<file path="config.mk">
export PLATFORM = sky130hd
export DESIGN_NAME = uart_rx_fifo_flat
export DESIGN_NICKNAME = d
export VERILOG_FILES = /design/src/rtl/uart_pkg.sv /design/src/rtl/uart_rx_fifo_if.sv /design/src/rtl/uart_rx_fifo_sync_fifo.sv /design/src/rtl/uart_rx_fifo.sv /design/src/flat_wrapper.sv
export SDC_FILE = /design/constraint.sdc
export NUM_CORES = 1
export LEC_CHECK = 0
export BUFFER_PORTS_ARGS = -buffer_cell sky130_fd_sc_hd__buf_2
export CORE_ASPECT_RATIO = 1.25
export CORE_MARGIN = 2
export CORE_UTILIZATION = 40
export DETAILED_ROUTE_END_ITERATION = 10
export PLACE_DENSITY = 0.56
export SETUP_SLACK_MARGIN = 0.1
export SLEW_MARGIN = 20
export SYNTH_ARGS = -nofsm -noshare
export SYNTH_HDL_FRONTEND = slang
export SYNTH_HIERARCHICAL = 1
export SYNTH_SLANG_ARGS = --single-unit
</file>
<file path="constraint.sdc">
create_clock -name clk -period 3.5 [get_ports clk]
set_input_delay 0.175 -clock clk [delete_from_list [all_inputs] [get_ports clk]]
set_output_delay 0.175 -clock clk [all_outputs]
set_load 0.01 [all_outputs]
</file>
<file path="src/rtl/uart_pkg.sv">
// Shared types and helpers for the UART receive path: FSM states, parity modes
// and a width helper for FIFO pointers and counters.
package uart_pkg;

    typedef enum logic [2:0] {
        IDLE,
        START,
        DATA,
        PARITY,
        STOP
    } rx_state_t;

    localparam logic PAR_EVEN = 1'b0;
    localparam logic PAR_ODD  = 1'b1;

    function automatic int clog2(input int value);
        int result;
        int v;
        result = 0;
        v = value - 1;
        while (v > 0) begin
            result++;
            v = v >> 1;
        end
        return result;
    endfunction

endpackage

</file>
<file path="src/rtl/uart_rx_fifo_if.sv">
// CPU-facing side of the UART receiver: head word, interrupt, pop handshake,
// occupancy and sticky error flags.
interface uart_rx_fifo_if
    import uart_pkg::*;
#(
    parameter int DATA_BITS  = 8,
    parameter int FIFO_DEPTH = 4
);
    localparam int CNT_W = clog2(FIFO_DEPTH) + 1;

    logic [DATA_BITS-1:0] uart_to_cpu_buf;
    logic                 read_int;
    logic                 cpu_end_read;
    logic [CNT_W-1:0]     fifo_count;
    logic                 overrun;
    logic                 frame_err;
    logic                 parity_err;
    logic                 err_clr;

    modport master (
        input  uart_to_cpu_buf, read_int, fifo_count, overrun, frame_err, parity_err,
        output cpu_end_read, err_clr
    );

    modport slave (
        output uart_to_cpu_buf, read_int, fifo_count, overrun, frame_err, parity_err,
        input  cpu_end_read, err_clr
    );
endinterface

</file>
<file path="src/rtl/uart_rx_fifo_sync_fifo.sv">
// Single-clock FIFO with an always-visible head word. A push into a full FIFO
// is only taken when it coincides with a pop.
module sync_fifo
    import uart_pkg::*;
#(
    parameter int WIDTH = 8,
    parameter int DEPTH = 4
) (
    input  logic                     clk,
    input  logic                     rst_n,
    input  logic                     push,
    input  logic                     pop,
    input  logic [WIDTH-1:0]         wdata,
    output logic [WIDTH-1:0]         head,
    output logic [clog2(DEPTH):0]    count,
    output logic                     full,
    output logic                     empty
);
    localparam int PTR_W = clog2(DEPTH);
    localparam int CNT_W = PTR_W + 1;

    logic [WIDTH-1:0] mem [DEPTH];
    logic [PTR_W-1:0] wr_ptr;
    logic [PTR_W-1:0] rd_ptr;
    logic             push_ok;
    logic             pop_ok;

    assign full    = (count == CNT_W'(DEPTH));
    assign empty   = (count == '0);
    assign pop_ok  = pop & ~empty;
    assign push_ok = push & (~full | pop_ok);
    assign head    = mem[rd_ptr];

    // NOTE: storage has no reset; count/empty gate every read, so its power-up contents never leak out.
    always_ff @(posedge clk) begin
        if (push_ok) mem[wr_ptr] <= wdata;
    end

    // NOTE: sequential state uses non-blocking assignments so every flop samples pre-edge values.
    always_ff @(posedge clk or negedge rst_n) begin
        if (!rst_n) begin
            wr_ptr <= '0;
            rd_ptr <= '0;
            count  <= '0;
        end else begin
            if (push_ok) wr_ptr <= wr_ptr + 1'b1;
            if (pop_ok)  rd_ptr <= rd_ptr + 1'b1;
            case ({push_ok, pop_ok})
                2'b10:   count <= count + 1'b1;
                2'b01:   count <= count - 1'b1;
                default: count <= count;
            endcase
        end
    end
endmodule

</file>
<file path="src/rtl/uart_rx_fifo.sv">
// Oversampling UART receiver feeding a small FIFO, with CPU interrupt/pop
// handshake, sticky error flags and a CPU-written LED register.
module uart_rx_fifo
    import uart_pkg::*;
#(
    parameter int CLK_DIV    = 16,
    parameter int DATA_BITS  = 8,
    parameter int PARITY_EN  = 0,
    parameter int PARITY_ODD = 0,
    parameter int FIFO_DEPTH = 4,
    parameter int LED_WIDTH  = 8
) (
    input  logic                 clk,
    input  logic                 rst_n,
    input  logic                 uart_in,
    input  logic [LED_WIDTH-1:0] leds_array,
    input  logic                 write_leds,
    output logic [LED_WIDTH-1:0] leds,
    uart_rx_fifo_if.slave        cpu
);
    localparam int CNT_W = clog2(FIFO_DEPTH) + 1;
    localparam int DIV_W = clog2(CLK_DIV);
    localparam int IDX_W = clog2(DATA_BITS + 1);
    localparam logic [DIV_W-1:0] HALF_BIT = DIV_W'(CLK_DIV / 2 - 1);
    localparam logic [DIV_W-1:0] FULL_BIT = DIV_W'(CLK_DIV - 1);
    localparam logic             PAR_MODE = (PARITY_ODD != 0) ? PAR_ODD : PAR_EVEN;

    logic rx_meta, rx_s, rx_prev;
    rx_state_t state, state_d;
    logic [DIV_W-1:0]     bit_cnt, cnt_d;
    logic [IDX_W-1:0]     bit_idx, idx_d;
    logic [DATA_BITS-1:0] shreg, sh_d;
    logic                 par_bad, pbad_d;
    logic                 push_req, frame_set, parity_set;

    always_ff @(posedge clk or negedge rst_n) begin
        if (!rst_n) begin
            rx_meta <= 1'b1;
            rx_s    <= 1'b1;
            rx_prev <= 1'b1;
            state   <= IDLE;
            bit_cnt <= '0;
            bit_idx <= '0;
            shreg   <= '0;
            par_bad <= 1'b0;
        end else begin
            rx_meta <= uart_in;
            rx_s    <= rx_meta;
            rx_prev <= rx_s;
            state   <= state_d;
            bit_cnt <= cnt_d;
            bit_idx <= idx_d;
            shreg   <= sh_d;
            par_bad <= pbad_d;
        end
    end

    // NOTE: every output of this block gets a default first, so no path can infer a latch.
    always_comb begin
        state_d    = state;
        cnt_d      = bit_cnt - 1'b1;
        idx_d      = bit_idx;
        sh_d       = shreg;
        pbad_d     = par_bad;
        push_req   = 1'b0;
        frame_set  = 1'b0;
        parity_set = 1'b0;
        case (state)
            IDLE: begin
                cnt_d = bit_cnt;
                if (rx_prev && !rx_s) begin
                    cnt_d   = HALF_BIT;
                    state_d = START;
                end
            end
            START: if (bit_cnt == '0) begin
                cnt_d   = FULL_BIT;
                idx_d   = '0;
                pbad_d  = 1'b0;
                state_d = rx_s ? IDLE : DATA;
            end
            DATA: if (bit_cnt == '0) begin
                cnt_d = FULL_BIT;
                sh_d  = {rx_s, shreg[DATA_BITS-1:1]};
                idx_d = bit_idx + 1'b1;
                if (bit_idx == IDX_W'(DATA_BITS - 1))
                    state_d = (PARITY_EN != 0) ? PARITY : STOP;
            end
            PARITY: if (bit_cnt == '0) begin
                cnt_d   = FULL_BIT;
                pbad_d  = rx_s != ((^shreg) ^ PAR_MODE);
                state_d = STOP;
            end
            STOP: if (bit_cnt == '0) begin
                cnt_d   = '0;
                state_d = IDLE;
                if (!rx_s)        frame_set  = 1'b1;
                else if (par_bad) parity_set = 1'b1;
                else              push_req   = 1'b1;
            end
            default: state_d = IDLE;
        endcase
    end

    logic                 cer_q, wl_q;
    logic                 pop_ok, push_ok, overrun_set, read_int_d;
    logic [DATA_BITS-1:0] head;
    logic [CNT_W-1:0]     count;
    logic                 full, empty;

    assign pop_ok      = cpu.cpu_end_read & ~cer_q & ~empty;
    assign push_ok     = push_req & (~full | pop_ok);
    assign overrun_set = push_req & full & ~pop_ok;
    // A new head appears either when the first word lands in an empty FIFO or when a pop exposes the next word.
    assign read_int_d  = (push_ok & empty) | (pop_ok & ((count > CNT_W'(1)) | push_ok));

    sync_fifo #(.WIDTH(DATA_BITS), .DEPTH(FIFO_DEPTH)) u_fifo (
        .clk   (clk),
        .rst_n (rst_n),
        .push  (push_ok),
        .pop   (pop_ok),
        .wdata (shreg),
        .head  (head),
        .count (count),
        .full  (full),
        .empty (empty)
    );

    assign cpu.uart_to_cpu_buf = empty ? '0 : head;
    assign cpu.fifo_count      = count;

    always_ff @(posedge clk or negedge rst_n) begin
        if (!rst_n) begin
            cer_q          <= 1'b0;
            wl_q           <= 1'b0;
            cpu.read_int   <= 1'b0;
            cpu.overrun    <= 1'b0;
            cpu.frame_err  <= 1'b0;
            cpu.parity_err <= 1'b0;
            leds           <= '0;
        end else begin
            cer_q          <= cpu.cpu_end_read;
            wl_q           <= write_leds;
            cpu.read_int   <= read_int_d;
            cpu.overrun    <= overrun_set | (cpu.overrun    & ~cpu.err_clr);
            cpu.frame_err  <= frame_set   | (cpu.frame_err  & ~cpu.err_clr);
            cpu.parity_err <= parity_set  | (cpu.parity_err & ~cpu.err_clr);
            if (write_leds && !wl_q) leds <= leds_array;
        end
    end
endmodule

</file>
<file path="src/flat_wrapper.sv">
// flat-port wrapper written by rule: the top's interface ports become plain ports
module uart_rx_fifo_flat import uart_pkg::*;
#(
    parameter int CLK_DIV    = 16,
    parameter int DATA_BITS  = 8,
    parameter int PARITY_EN  = 0,
    parameter int PARITY_ODD = 0,
    parameter int FIFO_DEPTH = 4,
    parameter int LED_WIDTH  = 8
)
  (clk, rst_n, uart_in, leds_array, write_leds, leds, cpu_uart_to_cpu_buf, cpu_read_int, cpu_fifo_count, cpu_overrun, cpu_frame_err, cpu_parity_err, cpu_cpu_end_read, cpu_err_clr);
  uart_rx_fifo_if #(.DATA_BITS(DATA_BITS), .FIFO_DEPTH(FIFO_DEPTH)) cpu_i ();
  input  logic clk;
  input  logic rst_n;
  input  logic uart_in;
  input  logic [LED_WIDTH-1:0] leds_array;
  input  logic write_leds;
  output logic [LED_WIDTH-1:0] leds;
  output wire logic [$bits(cpu_i.uart_to_cpu_buf)-1:0] cpu_uart_to_cpu_buf;
  output wire logic [$bits(cpu_i.read_int)-1:0] cpu_read_int;
  output wire logic [$bits(cpu_i.fifo_count)-1:0] cpu_fifo_count;
  output wire logic [$bits(cpu_i.overrun)-1:0] cpu_overrun;
  output wire logic [$bits(cpu_i.frame_err)-1:0] cpu_frame_err;
  output wire logic [$bits(cpu_i.parity_err)-1:0] cpu_parity_err;
  input wire logic [$bits(cpu_i.cpu_end_read)-1:0] cpu_cpu_end_read;
  input wire logic [$bits(cpu_i.err_clr)-1:0] cpu_err_clr;
  assign cpu_uart_to_cpu_buf = cpu_i.uart_to_cpu_buf;
  assign cpu_read_int = cpu_i.read_int;
  assign cpu_fifo_count = cpu_i.fifo_count;
  assign cpu_overrun = cpu_i.overrun;
  assign cpu_frame_err = cpu_i.frame_err;
  assign cpu_parity_err = cpu_i.parity_err;
  assign cpu_i.cpu_end_read = cpu_cpu_end_read;
  assign cpu_i.err_clr = cpu_err_clr;
  uart_rx_fifo #(.CLK_DIV(CLK_DIV), .DATA_BITS(DATA_BITS), .PARITY_EN(PARITY_EN), .PARITY_ODD(PARITY_ODD), .FIFO_DEPTH(FIFO_DEPTH), .LED_WIDTH(LED_WIDTH)) u_core (.clk(clk), .rst_n(rst_n), .uart_in(uart_in), .leds_array(leds_array), .write_leds(write_leds), .leds(leds), .cpu(cpu_i));
endmodule
</file>
==> results of run 1 <==
[cells in the mapped netlist (2+ instances only)]
library cell / number / area share, %
sky130_fd_sc_hd__buf_6: 2 / 0.66
sky130_fd_sc_hd__o22ai_1: 3 / 0.55
sky130_fd_sc_hd__mux2_2: 8 / 2.6
sky130_fd_sc_hd__nor3_1: 2 / 0.29
sky130_fd_sc_hd__a21o_1: 2 / 0.44
sky130_fd_sc_hd__a22o_1: 2 / 0.51
sky130_fd_sc_hd__a31oi_1: 2 / 0.36
sky130_fd_sc_hd__nor2_1: 11 / 1.2
sky130_fd_sc_hd__xor2_1: 3 / 0.76
sky130_fd_sc_hd__nor2b_1: 11 / 2.0
sky130_fd_sc_hd__mux2_4: 9 / 3.9
sky130_fd_sc_hd__dfstp_2: 3 / 2.3
sky130_fd_sc_hd__o2bb2ai_1: 3 / 0.76
sky130_fd_sc_hd__or3b_1: 2 / 0.51
sky130_fd_sc_hd__inv_1: 17 / 1.9
sky130_fd_sc_hd__dfrtp_1: 41 / 30
sky130_fd_sc_hd__o21ai_0: 8 / 1.2
sky130_fd_sc_hd__edfxtp_1: 32 / 28
sky130_fd_sc_hd__xnor2_1: 10 / 2.5
sky130_fd_sc_hd__a221oi_1: 2 / 0.51
sky130_fd_sc_hd__a21oi_1: 4 / 0.58
sky130_fd_sc_hd__ha_1: 7 / 2.5
sky130_fd_sc_hd__nand3_1: 3 / 0.44
sky130_fd_sc_hd__and2_2: 4 / 0.87
sky130_fd_sc_hd__clkbuf_1: 4 / 0.44
sky130_fd_sc_hd__nand2_1: 11 / 1.2
sky130_fd_sc_hd__mux4_2: 8 / 5.2
[state kept, by name (all words and copies together), names as in the netlist]
register / flops
u_core/cer_q: 1
u_core/cpu.parity_err: 1
u_core/rx_prev: 1
u_core/u_fifo/rd_ptr: 2
u_core/wl_q: 1
u_core/cpu.overrun: 1
u_core/rx_meta: 1
u_core/bit_idx: 4
u_core/bit_cnt: 4
u_core/leds: 8
u_core/u_fifo/count: 3
u_core/par_bad: 1
u_core/shreg: 8
u_core/cpu.read_int: 1
u_core/state: 3
u_core/u_fifo/wr_ptr: 2
u_core/u_fifo/mem: 32
u_core/cpu.frame_err: 1
u_core/rx_s: 1
[per-stage QoR]
step	hold WS (ps)	std cells	area, um2
3_3_place_gp	291	364	3680
4_1_cts	15.2	383	3960
2_1_floorplan	-121	240	3440
3_5_place_dp	295	364	3680
6_report	49.4	384	3970
5_1_grt	35.7	384	3970
[path summary, 6_finish.rpt]
path | startpoint | to | slack, ps | depth (start not counted)
worst max-delay path | u_core/bit_cnt[0] | u_core/u_fifo/count[2] | 630 | 14
worst min-delay path | cpu_err_clr | u_core/cpu.overrun | 50 | 2
worst max register to register | u_core/bit_cnt[0] | u_core/u_fifo/count[2] | 630 | 14
worst min register to register | u_core/rx_meta | u_core/rx_s | 360 | 0
max in group asynchronous | rst_n | u_core/shreg[0] | 2750 | 2
min in group asynchronous | rst_n | u_core/leds[2] | 360 | 2
[where the power goes]
group	total, mW	leakage (nW)	internal, mW	switching, mW
logic	0.651	0.758	0.361	0.291
clock network	0.815	0.120	0.478	0.336
registers	1.23	0.848	1.03	0.198
total	2.70	1.73	1.87	0.825
[per-layer routing]
layer,up-vias,part of all wire (%),global-route usage (%)
li1,947,-,-
met1,958,44,16.5
met2,27,52,23.1
met3,9,2.9,3.68
met4,0,1.6,6.03
met5,-,0,0
[worst reg2reg max path, delay by kind of cell, from the launching register on]
family          cells  cell delay (ps)
flops               1              410
xor+xnor            2              290
compound gates      2              400
simple gates        4              900
fa+ha+maj           3              560
buf+inv             3              200
[final cells by class]
| class | instances | area, um2 |
|---|---|---|
| multi-input combinational | 137 | 1240 |
| clock inverter | 7 | 124 |
| tap | 97 | 121 |
| inverter | 17 | 63.8 |
| sequential | 76 | 2070 |
| fill | 731 | 4320 |
| clock buffer | 9 | 124 |
| timing repair buffer | 41 | 230 |
[cell families (layout without fill, tap and decap cells)]
family                   count (synthesis)  count (layout)  synth area share [%]
multiplexers                            26              26                  12.1
XOR/XNOR                                14              14                  3.97
flip-flops                              76              76                  60.1
AND/OR/NAND/NOR                         55              55                  9.87
AO/OA/AOI/OAI                           34              34                  7.10
buffers and inverters                   27              74                  3.75
adder cells (fa/ha/maj)                  8               8                  3.13
[repair_timing]
action	in CTS	in global routing
setup buffers	0	0
hold endpoints to repair	3	41
hold buffers	3	1
==> tab_implementation.tex, run 1 <==
\begin{tabular}{lr}
\hline
Metric & Value \\
\hline
\multicolumn{2}{l}{\textbf{STA}} \\
Final hold violation count & 0 \\
Number of setup violations in the final report & 0 \\
Crit path setup slack, layout & 626 ps \\
Unrepaired setup endpoints after global routing & false \\
Setup skew after layout & 10.7 ps \\
Final max-slew violation count & 0 \\
Setup Total Neg Slack & 0 ps \\
Relative slew slack & 41.5\% \\
Final critical-path share of the clock period & 82.1\% \\
Max Clock Freq & 348 MHz \\
Tightest Pin Transition & 875 ps \\
Final critical path time including I/O delays and setup & 2870 ps \\
\multicolumn{2}{l}{\textbf{Global route}} \\
Number of antenna violations at the first check in global routing & 0 \\
Pin count of the biggest net entering global routing & 45 \\
Total congestion overflow after global routing & 0 \\
Via count of the first global-routing pass & 1979 \\
Global-route total usage across every layer & 13.8\% \\
Wire length of the first global-routing pass & 9.70 mm \\
\multicolumn{2}{l}{\textbf{Placed design}} \\
Number of buffers added on ports & 36 \\
Placed wire-length estimate & 3.87 mm \\
Worst slack, placed & 616 ps \\
Final weighted congestion in routability-driven placement & 0.737 \\
\multicolumn{2}{l}{\textbf{Power and ir drop}} \\
Pwr Total & 2.70 mW \\
Leakage power figure & 1.73 nW \\
IR Drop Worst-Case VDD & 0.302 mV \\
Power density of the placed cells & 679 nW/um2 \\
\multicolumn{2}{l}{\textbf{CTS}} \\
Clock-pin slew on the worst setup and hold paths & 80 ps \\
Htree depth & 3 \\
Root Driver & sky130\_fd\_sc\_hd\_\_clkbuf\_8 \\
Number of instances resized during post-cts repair & 0 \\
Number of sinks driven by the clock tree & 76 \\
CTS tree & done \\
Clock network latency to the later pin of the worst-skew pair & 350 ps \\
CTS buffer count & 9 \\
Number of buffers on the longest clock path & 2 \\
\multicolumn{2}{l}{\textbf{Floorplanning}} \\
IO Count & 37 \\
Placeable core area & 8290 um2 \\
Die Y & 108 um \\
Effective utilization at floorplan & 41.5\% \\
Horizontal die dimension & 86.9 um \\
Overall die area & 9350 um2 \\
FP Rows & 37 \\
\multicolumn{2}{l}{\textbf{Yosys}} \\
Main flop type after synthesis & sky130\_fd\_sc\_hd\_\_dfrtp\_1 \\
Synth warn & 6 \\
Synth unique cells & 53 \\
Syn Inst Count & 240 \\
Combined area of all synthesized cells & 3440 um2 \\
Number of enable flip-flop cells after synthesis & 32 \\
Avg Synthesized Cell Area & 14.3 um2 \\
Post-synthesis register bit count & 76 \\
Proportion of register bits with asynchronous set or reset after synthesis & 57.9\% \\
Share of synthesized area occupied by flip-flops and latches & 60.1\% \\
Synthesized netlist net count & 262 \\
\multicolumn{2}{l}{\textbf{Layout}} \\
Leading cell types in the layout, fill and taps excluded & 41 x sky130\_fd\_sc\_hd\_\_dfrtp\_1, 35 x sky130\_fd\_sc\_hd\_\_buf\_2, 32 x sky130\_fd\_sc\_hd\_\_edfxtp\_1, 17 x sky130\_fd\_sc\_hd\_\_inv\_1 \\
Antenna cell count & 0 \\
Area overhead of the layout relative to synthesis & 15.5\% \\
Final core area utilization & 47.9\% \\
Fraction of layout cells with a size suffix above 1 & 32.4\% \\
Leading cell type in the layout, fill and taps excluded & sky130\_fd\_sc\_hd\_\_dfrtp\_1 \\
NumNets Final & 304 \\
\multicolumn{2}{l}{\textbf{Setup path}} \\
Cell class contributing the biggest share of worst-path delay & simple AND/OR/NAND/NOR gates \\
CP max stage delay & 520 ps \\
Crit. End Element & flop \\
Worst Path Buf+Inv & 3 \\
Required time reported for the critical path endpoint & 3730 ps \\
Cell at the slowest stage of the critical path & sky130\_fd\_sc\_hd\_\_or3b\_1 \\
Category of the critical setup timing path & flop to flop \\
Worst-path maximum fanout & 7 \\
Worst Path Arrival & 3110 ps \\
Kind of launch point of the worst setup path & flop \\
Worst path cell trace & inv\_1 > ha\_1 > or3b\_1 > nor2\_8 > nand4\_1 > a21oi\_1 > o21a\_4 > inv\_1 > ha\_1 > inv\_1 > fa\_1 > xor2\_1 > nor2\_1 > xor2\_1 \\
Cell with the most instances on the worst path & sky130\_fd\_sc\_hd\_\_inv\_1 \\
\multicolumn{2}{l}{\textbf{Route}} \\
Antenna violation net count after detailed routing & 0 \\
Detailed router's first-iteration violation count & 76 \\
Average wire per standard cell & 15.1 um \\
Number of iterations in the first detailed-routing pass & 4 \\
Post-route DRC violation count & 0 \\
Post-DR vias/cell & 5.05 \\
Via count & 1941 \\
Post-detailed-routing wire length & 5.78 mm \\
\multicolumn{2}{l}{\textbf{Run status}} \\
Status & complete, no violations \\
\multicolumn{2}{l}{\textbf{Worst hold path}} \\
Worst hold path type & primary input to flop \\
\multicolumn{2}{l}{\textbf{Flow run}} \\
MaxCap Viol Count & 0 \\
\hline
\end{tabular}
(Power assumes the default switching activity.)
==> run 2, diff against run 1 <==
- clock period: 3.5 -> 2.9 ns (I/O delays scaled with it)
==> run 2 against run 1 <==
Effect of this change:
- worst hold slack got worse by 17 ps
- maximum frequency increased by 10%
- register-to-register slack got worse by 330 ps
- design area increased by 1.1%
- non-clock buffer count increased by 9
- die area unchanged
- combinational power increased by 35%
- clock skew about the same
- sequential share of layout area decreased by 0.55 points
- global-route usage decreased by 0.053 points
- final cell count increased by 2.3%
==> tab_implementation.tex, run 2 (same netlist as run 1, synthesis figures left out) <==
\begin{tabular}{lr}
\hline
Metric & Value \\
\hline
\multicolumn{2}{l}{\textbf{Run status}} \\
Status & complete, no violations (unchanged) \\
\multicolumn{2}{l}{\textbf{STA}} \\
Unrepaired setup endpoints after global routing & false (unchanged) \\
Setup Total Neg Slack & 0 ps (unchanged) \\
Number of setup violations in the final report & 0 (unchanged) \\
Final critical-path share of the clock period & 89.9\% (was 82.1\%) \\
Max Clock Freq & 384 MHz (was 348 MHz) \\
Final max-slew violation count & 0 (unchanged) \\
Tightest Pin Transition & 695 ps (was 875 ps) \\
Relative slew slack & 53.6\% (was 41.5\%) \\
Final hold violation count & 0 (unchanged) \\
Setup skew after layout & 10.9 ps (was 10.7 ps) \\
Final critical path time including I/O delays and setup & 2610 ps (was 2870 ps) \\
\multicolumn{2}{l}{\textbf{Setup path}} \\
Kind of launch point of the worst setup path & flop (unchanged) \\
Worst-path maximum fanout & 6 (was 7) \\
Cell at the slowest stage of the critical path & sky130\_fd\_sc\_hd\_\_or3b\_4 (was sky130\_fd\_sc\_hd\_\_or3b\_1) \\
Cell with the most instances on the worst path & sky130\_fd\_sc\_hd\_\_inv\_1 (unchanged) \\
CP max stage delay & 410 ps (was 520 ps) \\
Worst Path Buf+Inv & 3 (unchanged) \\
Required time reported for the critical path endpoint & 3130 ps (was 3730 ps) \\
Category of the critical setup timing path & flop to flop (unchanged) \\
Cell class contributing the biggest share of worst-path delay & simple AND/OR/NAND/NOR gates (unchanged) \\
Crit. End Element & flop (unchanged) \\
Worst Path Arrival & 2840 ps (was 3110 ps) \\
Worst path cell trace & inv\_1 > ha\_4 > or3b\_4 > nor2\_8 > nand4\_1 > a21oi\_2 > o21a\_4 > inv\_1 > ha\_1 > inv\_1 > fa\_1 > xor2\_1 > nor2\_1 > xor2\_1 (was inv\_1 > ha\_1 > or3b\_1 > nor2\_8 > nand4\_1 > a21oi\_1 > o21a\_4 > inv\_1 > ha\_1 > inv\_1 > fa\_1 > xor2\_1 > nor2\_1 > xor2\_1) \\
\multicolumn{2}{l}{\textbf{Placed design}} \\
Total cell area at the placement stage & 3710 um2 (was 3680 um2) \\
Final weighted congestion in routability-driven placement & 0.698 (was 0.737) \\
Number of buffers added on ports & 36 (unchanged) \\
Placed wire-length estimate & 3.89 mm (was 3.87 mm) \\
\multicolumn{2}{l}{\textbf{Layout}} \\
Fraction of layout cells with a size suffix above 1 & 34.8\% (was 32.4\%) \\
Largest register FFs & 32 (unchanged) \\
Antenna cell count & 0 (unchanged) \\
Final cell area excluding filler cells & 4010 um2 (was 3970 um2) \\
NumNets Final & 313 (was 304) \\
Leading cell types in the layout, fill and taps excluded & 41 x sky130\_fd\_sc\_hd\_\_dfrtp\_1, 36 x sky130\_fd\_sc\_hd\_\_buf\_2, 32 x sky130\_fd\_sc\_hd\_\_edfxtp\_1, 17 x sky130\_fd\_sc\_hd\_\_inv\_1 (was 41 x sky130\_fd\_sc\_hd\_\_dfrtp\_1, 35 x sky130\_fd\_sc\_hd\_\_buf\_2, 32 x sky130\_fd\_sc\_hd\_\_edfxtp\_1, 17 x sky130\_fd\_sc\_hd\_\_inv\_1) \\
Leading cell type in the layout, fill and taps excluded & sky130\_fd\_sc\_hd\_\_dfrtp\_1 (unchanged) \\
Largest regs & u\_core/u\_fifo/mem: 32 flops, u\_core/leds: 8 flops, u\_core/shreg: 8 flops (unchanged) \\
Register with the most flip-flops & u\_core/u\_fifo/mem (unchanged) \\
Area overhead of the layout relative to synthesis & 16.8\% (was 15.5\%) \\
\multicolumn{2}{l}{\textbf{Global route}} \\
Pin count of the biggest net entering global routing & 45 (unchanged) \\
Via count of the first global-routing pass & 2005 (was 1979) \\
Global-route total usage across every layer & 13.7\% (was 13.8\%) \\
Total congestion overflow after global routing & 0 (unchanged) \\
Wire length of the first global-routing pass & 9.83 mm (was 9.70 mm) \\
Number of antenna violations at the first check in global routing & 0 (unchanged) \\
\multicolumn{2}{l}{\textbf{CTS}} \\
Clock-pin slew on the worst setup and hold paths & 80 ps (about the same) \\
CTS buffer count & 9 (unchanged) \\
Clock network latency to the later pin of the worst-skew pair & 340 ps (was 350 ps) \\
CTS tree & done (unchanged) \\
Htree depth & 3 (unchanged) \\
Number of sinks driven by the clock tree & 76 (unchanged) \\
Root Driver & sky130\_fd\_sc\_hd\_\_clkbuf\_8 (unchanged) \\
Number of buffers on the longest clock path & 2 (unchanged) \\
\multicolumn{2}{l}{\textbf{Floorplanning}} \\
IO Count & 37 (unchanged) \\
Placeable core area & 8290 um2 (unchanged) \\
Horizontal die dimension & 86.9 um (unchanged) \\
Die Y & 108 um (unchanged) \\
Effective utilization at floorplan & 41.5\% (unchanged) \\
FP Rows & 37 (unchanged) \\
Overall die area & 9350 um2 (unchanged) \\
\multicolumn{2}{l}{\textbf{Route}} \\
Post-DR vias/cell & 5.01 (was 5.05) \\
Average wire per standard cell & 14.7 um (was 15.1 um) \\
Detailed router's first-iteration violation count & 85 (was 76) \\
Number of iterations in the first detailed-routing pass & 5 (was 4) \\
Antenna violation net count after detailed routing & 0 (unchanged) \\
Post-detailed-routing wire length & 5.77 mm (was 5.78 mm) \\
Post-route DRC violation count & 0 (unchanged) \\
Via count & 1967 (was 1941) \\
\multicolumn{2}{l}{\textbf{Power and ir drop}} \\
IR Drop Worst-Case VDD & 0.406 mV (was 0.302 mV) \\
Power density of the placed cells & 774 nW/um2 (was 679 nW/um2) \\
Leakage power figure & 1.75 nW (was 1.73 nW) \\
\multicolumn{2}{l}{\textbf{Flow run}} \\
MaxCap Viol Count & 0 (unchanged) \\
\multicolumn{2}{l}{\textbf{Worst hold path}} \\
Worst hold path type & primary input to flop (unchanged) \\
\hline
\end{tabular}
-- run 2: changes by cell type in the layout (fill, tap and decap cells not counted), sizes merged --
cell and change:
clkinv +2, dlygate4sd3 +1, clkinvlp +1, buf +8, inv -1, bufinv -2
-- run 2: final timing paths --
check / start / cells past startpoint / slack (ps) / end
worst max-delay path: u_core/bit_cnt[0] / 14 / 290 / u_core/u_fifo/count[2]
worst min-delay path: leds_array[1] / 2 / 30 / u_core/leds[1]
worst max register to register: u_core/bit_cnt[0] / 14 / 290 / u_core/u_fifo/count[2]
worst min register to register: u_core/rx_meta / 0 / 360 / u_core/rx_s
max in group asynchronous: rst_n / 3 / 2100 / u_core/rx_meta
min in group asynchronous: rst_n / 2 / 250 / u_core/leds[2]
-- run 2: final cells by class --
cell class	count	area (um2)
clock inverter	7	67.6
sequential	76	2070
multi-input combinational	137	1260
tap	97	121
clock buffer	9	124
timing repair buffer	50	310
inverter	17	63.8
fill	727	4270
-- run 2: metal layers --
layer	vias up	GRT usage, %	wire length, um
met3	6	3.91	146
met1	973	17.0	2560
met5	-	0	0
li1	963	-	-
met2	25	22.9	2990
met4	0	4.69	67
-- run 2: timing repair --
action / 4_1_cts / 5_1_grt
gates resized for setup: 0 / 4
hold buffers: 4 / 1
endpoints found under the hold margin: 23 / 1
buffers inserted: 0 / 3
endpoints found under the setup margin: 0 / 2
-- run 2: per-stage QoR --
step	util (%)	hold WS, ps	total power, mW	worst slack, ps	std cells
after floorplan	-	-151	2.08	205	240
after global placement	44.8	260	2.31	190	368
after detailed placement	44.8	264	2.33	104	368
after CTS	47.6	16.8	3.11	103	388
after global routing	48.4	1.19	3.34	110	393
final	48.4	32.1	3.11	293	393
-- run 2: power by group --
| part | switching [mW] | total [mW] | internal (mW) |
|---|---|---|---|
| Clock | 0.382 | 0.775 | 0.393 |
| Sequential | 0.211 | 1.46 | 1.25 |
| Combinational | 0.398 | 0.876 | 0.477 |
==> run 3, diff against run 2 <==
- CORE_MARGIN: 2 -> 10
- RECOVER_POWER: not set -> 100
==> run 3 against run 2 <==
Effect of this change:
- register-to-register slack about the same
- global-route usage fell by 3.3 points
- total power increased by 2.1%
- non-clock buffer count grew 1
- wire length is 8.8% higher
- largest cell class unchanged
- largest power group unchanged
- highest routed layer unchanged
==> tab_implementation.tex, run 3 (same netlist as run 1, synthesis figures left out) <==
\begin{tabular}{lr}
\hline
Metric & Value \\
\hline
\multicolumn{2}{l}{\textbf{Route}} \\
Antenna violation net count after detailed routing & 0 (unchanged) \\
Detailed router's first-iteration violation count & 76 (was 85) \\
Post-DR vias/cell & 5.00 (was 5.01) \\
Post-detailed-routing wire length & 6.28 mm (was 5.77 mm) \\
Post-route DRC violation count & 0 (unchanged) \\
Via count & 1969 (was 1967) \\
Average wire per standard cell & 15.9 um (was 14.7 um) \\
Number of iterations in the first detailed-routing pass & 6 (was 5) \\
\multicolumn{2}{l}{\textbf{Layout}} \\
Final core area utilization & 47.6\% (was 48.4\%) \\
Largest regs & u\_core/u\_fifo/mem: 32 flops, u\_core/leds: 8 flops, u\_core/shreg: 8 flops (unchanged) \\
Antenna cell count & 0 (unchanged) \\
Fraction of layout cells with a size suffix above 1 & 21.9\% (was 34.8\%) \\
Area overhead of the layout relative to synthesis & 14.8\% (was 16.8\%) \\
Fin cells & 394 (was 393) \\
Largest register FFs & 32 (unchanged) \\
Leading cell type in the layout, fill and taps excluded & sky130\_fd\_sc\_hd\_\_dfrtp\_1 (unchanged) \\
Register with the most flip-flops & u\_core/u\_fifo/mem (unchanged) \\
NumNets Final & 314 (was 313) \\
Leading cell types in the layout, fill and taps excluded & 41 x sky130\_fd\_sc\_hd\_\_dfrtp\_1, 32 x sky130\_fd\_sc\_hd\_\_edfxtp\_1, 27 x sky130\_fd\_sc\_hd\_\_clkbuf\_1, 17 x sky130\_fd\_sc\_hd\_\_inv\_1, 12 x sky130\_fd\_sc\_hd\_\_buf\_2 (was 41 x sky130\_fd\_sc\_hd\_\_dfrtp\_1, 36 x sky130\_fd\_sc\_hd\_\_buf\_2, 32 x sky130\_fd\_sc\_hd\_\_edfxtp\_1, 17 x sky130\_fd\_sc\_hd\_\_inv\_1) \\
\multicolumn{2}{l}{\textbf{CTS}} \\
Root Driver & sky130\_fd\_sc\_hd\_\_clkbuf\_8 (unchanged) \\
Clock-pin slew on the worst setup and hold paths & 80 ps (about the same) \\
Number of sinks driven by the clock tree & 76 (unchanged) \\
Clock network latency to the later pin of the worst-skew pair & 350 ps (was 340 ps) \\
CTS buffer count & 9 (unchanged) \\
Number of buffers on the longest clock path & 2 (unchanged) \\
Htree depth & 3 (unchanged) \\
CTS tree & done (unchanged) \\
\multicolumn{2}{l}{\textbf{STA}} \\
Relative slew slack & 25.7\% (was 53.6\%) \\
Max Clock Freq & 383 MHz (was 384 MHz) \\
Number of setup violations in the final report & 0 (unchanged) \\
Final critical-path share of the clock period & 90.1\% (was 89.9\%) \\
Final critical path time including I/O delays and setup & 2610 ps (about the same) \\
Final max-slew violation count & 0 (unchanged) \\
Tightest Pin Transition & 1110 ps (was 695 ps) \\
Unrepaired setup endpoints after global routing & false (unchanged) \\
Final hold violation count & 0 (unchanged) \\
Setup skew after layout & 12.8 ps (was 10.9 ps) \\
Setup Total Neg Slack & 0 ps (unchanged) \\
\multicolumn{2}{l}{\textbf{Worst hold path}} \\
Worst hold path type & primary input to flop (unchanged) \\
Worst Hold Depth & 2 (unchanged) \\
Endpoint of the worst hold-timing path & u\_core/leds[1] (unchanged) \\
Launch instance of the worst min-delay path & leds\_array[1] (unchanged) \\
\multicolumn{2}{l}{\textbf{Global route}} \\
Via count of the first global-routing pass & 2033 (was 2005) \\
Total congestion overflow after global routing & 0 (unchanged) \\
Number of antenna violations at the first check in global routing & 0 (unchanged) \\
Pin count of the biggest net entering global routing & 45 (unchanged) \\
Wire length of the first global-routing pass & 10.4 mm (was 9.83 mm) \\
Global-route total usage across every layer & 10.4\% (was 13.7\%) \\
\multicolumn{2}{l}{\textbf{Floorplanning}} \\
IO Count & 37 (unchanged) \\
FP Rows & 37 (unchanged) \\
Horizontal die dimension & 103 um (was 86.9 um) \\
Overall die area & 12700 um2 (was 9350 um2) \\
Die Y & 124 um (was 108 um) \\
Effective utilization at floorplan & 41.5\% (unchanged) \\
Placeable core area & 8290 um2 (unchanged) \\
\multicolumn{2}{l}{\textbf{Setup path}} \\
Worst-path maximum fanout & 8 (was 6) \\
Worst Path Arrival & 2600 ps (was 2840 ps) \\
Internal reg-to-reg setup slack & 290 ps (about the same) \\
Category of the critical setup timing path & flop to flop (unchanged) \\
Depth of the most critical reg-to-reg path & 9 (was 14) \\
Cell at the slowest stage of the critical path & sky130\_fd\_sc\_hd\_\_or3b\_4 (unchanged) \\
Beginning of the worst register-to-register path & u\_core/bit\_cnt[0] (unchanged) \\
Worst path cell trace & inv\_1 > ha\_4 > or3b\_4 > nor2\_8 > nand4\_1 > a21oi\_2 > o21a\_4 > clkbuf\_1 > and2\_1 (was inv\_1 > ha\_4 > or3b\_4 > nor2\_8 > nand4\_1 > a21oi\_2 > o21a\_4 > inv\_1 > ha\_1 > inv\_1 > fa\_1 > xor2\_1 > nor2\_1 > xor2\_1) \\
Required time reported for the critical path endpoint & 2890 ps (was 3130 ps) \\
Crit. End Element & flop (unchanged) \\
Kind of launch point of the worst setup path & flop (unchanged) \\
Worst Path Buf+Inv & 2 (was 3) \\
Cell class contributing the biggest share of worst-path delay & simple AND/OR/NAND/NOR gates (unchanged) \\
Critical R2R Capture & u\_core/u\_fifo/mem[0][1] (was u\_core/u\_fifo/count[2]) \\
CP max stage delay & 440 ps (was 410 ps) \\
\multicolumn{2}{l}{\textbf{Power and ir drop}} \\
Power density of the placed cells & 804 nW/um2 (was 774 nW/um2) \\
IR Drop Worst-Case VDD & 0.391 mV (was 0.406 mV) \\
Leakage power figure & 1.62 nW (was 1.75 nW) \\
\multicolumn{2}{l}{\textbf{Placed design}} \\
Placed wire-length estimate & 4.25 mm (was 3.89 mm) \\
Placed Instances & 369 (was 368) \\
Final weighted congestion in routability-driven placement & 0.737 (was 0.698) \\
Number of buffers added on ports & 36 (unchanged) \\
\multicolumn{2}{l}{\textbf{Flow run}} \\
MaxCap Viol Count & 0 (unchanged) \\
\multicolumn{2}{l}{\textbf{Run status}} \\
Status & complete, no violations (unchanged) \\
\hline
\end{tabular}
[run 3: changes by cell type in the layout (fill, tap and decap cells not counted), moves of 2 or more]
cell                       before  now
sky130_fd_sc_hd__and2_1         0    2
sky130_fd_sc_hd__mux2_1         0    7
sky130_fd_sc_hd__mux2_4         9    2
sky130_fd_sc_hd__buf_4          8    5
sky130_fd_sc_hd__and2_2         4    1
sky130_fd_sc_hd__clkbuf_4       0    2
sky130_fd_sc_hd__buf_2         36   12
sky130_fd_sc_hd__clkbuf_1       0   27
[run 3: repair_timing]
action                                  4_1_cts  5_1_grt
cloned                                        0        0
gates resized for setup                       1        4
hold buffers                                  4        1
buffers inserted                              0        4
endpoints found under the hold margin        16        1
endpoints found under the setup margin        1        2
[run 3: cell type report]
| cell class | count | area (um2) |
|---|---|---|
| repair buffers | 51 | 265 |
| clock buffers | 10 | 128 |
| flip-flops and latches | 76 | 2070 |
| multi-input cells | 137 | 1210 |
| well taps | 97 | 121 |
| inverters | 17 | 63.8 |
| fillers | 773 | 4340 |
| clock inverters | 6 | 88.8 |
[run 3: worst max path at each step]
stage,endpoint,slack (ps),depth (start not counted),start
CTS,u_core/u_fifo/count[2],170,14,u_core/bit_cnt[0]
floorplan,u_core/u_fifo/count[2],200,11,u_core/u_fifo/count[0]
detailed placement,u_core/u_fifo/count[2],80,14,u_core/bit_cnt[0]
global route,u_core/u_fifo/mem[0][1],90,9,u_core/bit_cnt[0]
finish,u_core/u_fifo/mem[0][1],290,9,u_core/bit_cnt[0]
global placement,u_core/u_fifo/count[2],150,14,u_core/bit_cnt[0]
[run 3: routing by layer]
metal	part of all wire, %	track usage, %	vias to the layer above
li1	-	-	959
met1	44	12.5	977
met2	50	17.3	26
met3	4.0	2.88	7
met4	1.4	4.18	0
met5	0	0	-
[run 3: stage by stage]
step           instance area (um2)  hold WS, ps  power [mW]  setup slack (ps)
2_1_floorplan                 3440         -151        2.08               205
4_1_cts                       3980         5.27        3.24               168
5_1_grt                       3950         13.2        3.39              93.5
3_5_place_dp                  3720          251        2.35              79.2
6_report                      3950         25.5        3.17               288
3_3_place_gp                  3720          254        2.33               147
[run 3: worst reg2reg max path, delay by kind of cell (launching register included)]
kind                     cells  cell delay [ps]
AND/OR/NAND/NOR              4             1110
flip-flops                   1              410
adder cells (fa/ha/maj)      1              160
buffers and inverters        2              280
AO/OA/AOI/OAI                2              300
[run 3: power breakdown]
group,total (mW),internal (mW),switching (mW)
Sequential,1.44,1.25,0.192
Combinational,0.862,0.437,0.425
Clock,0.874,0.485,0.389
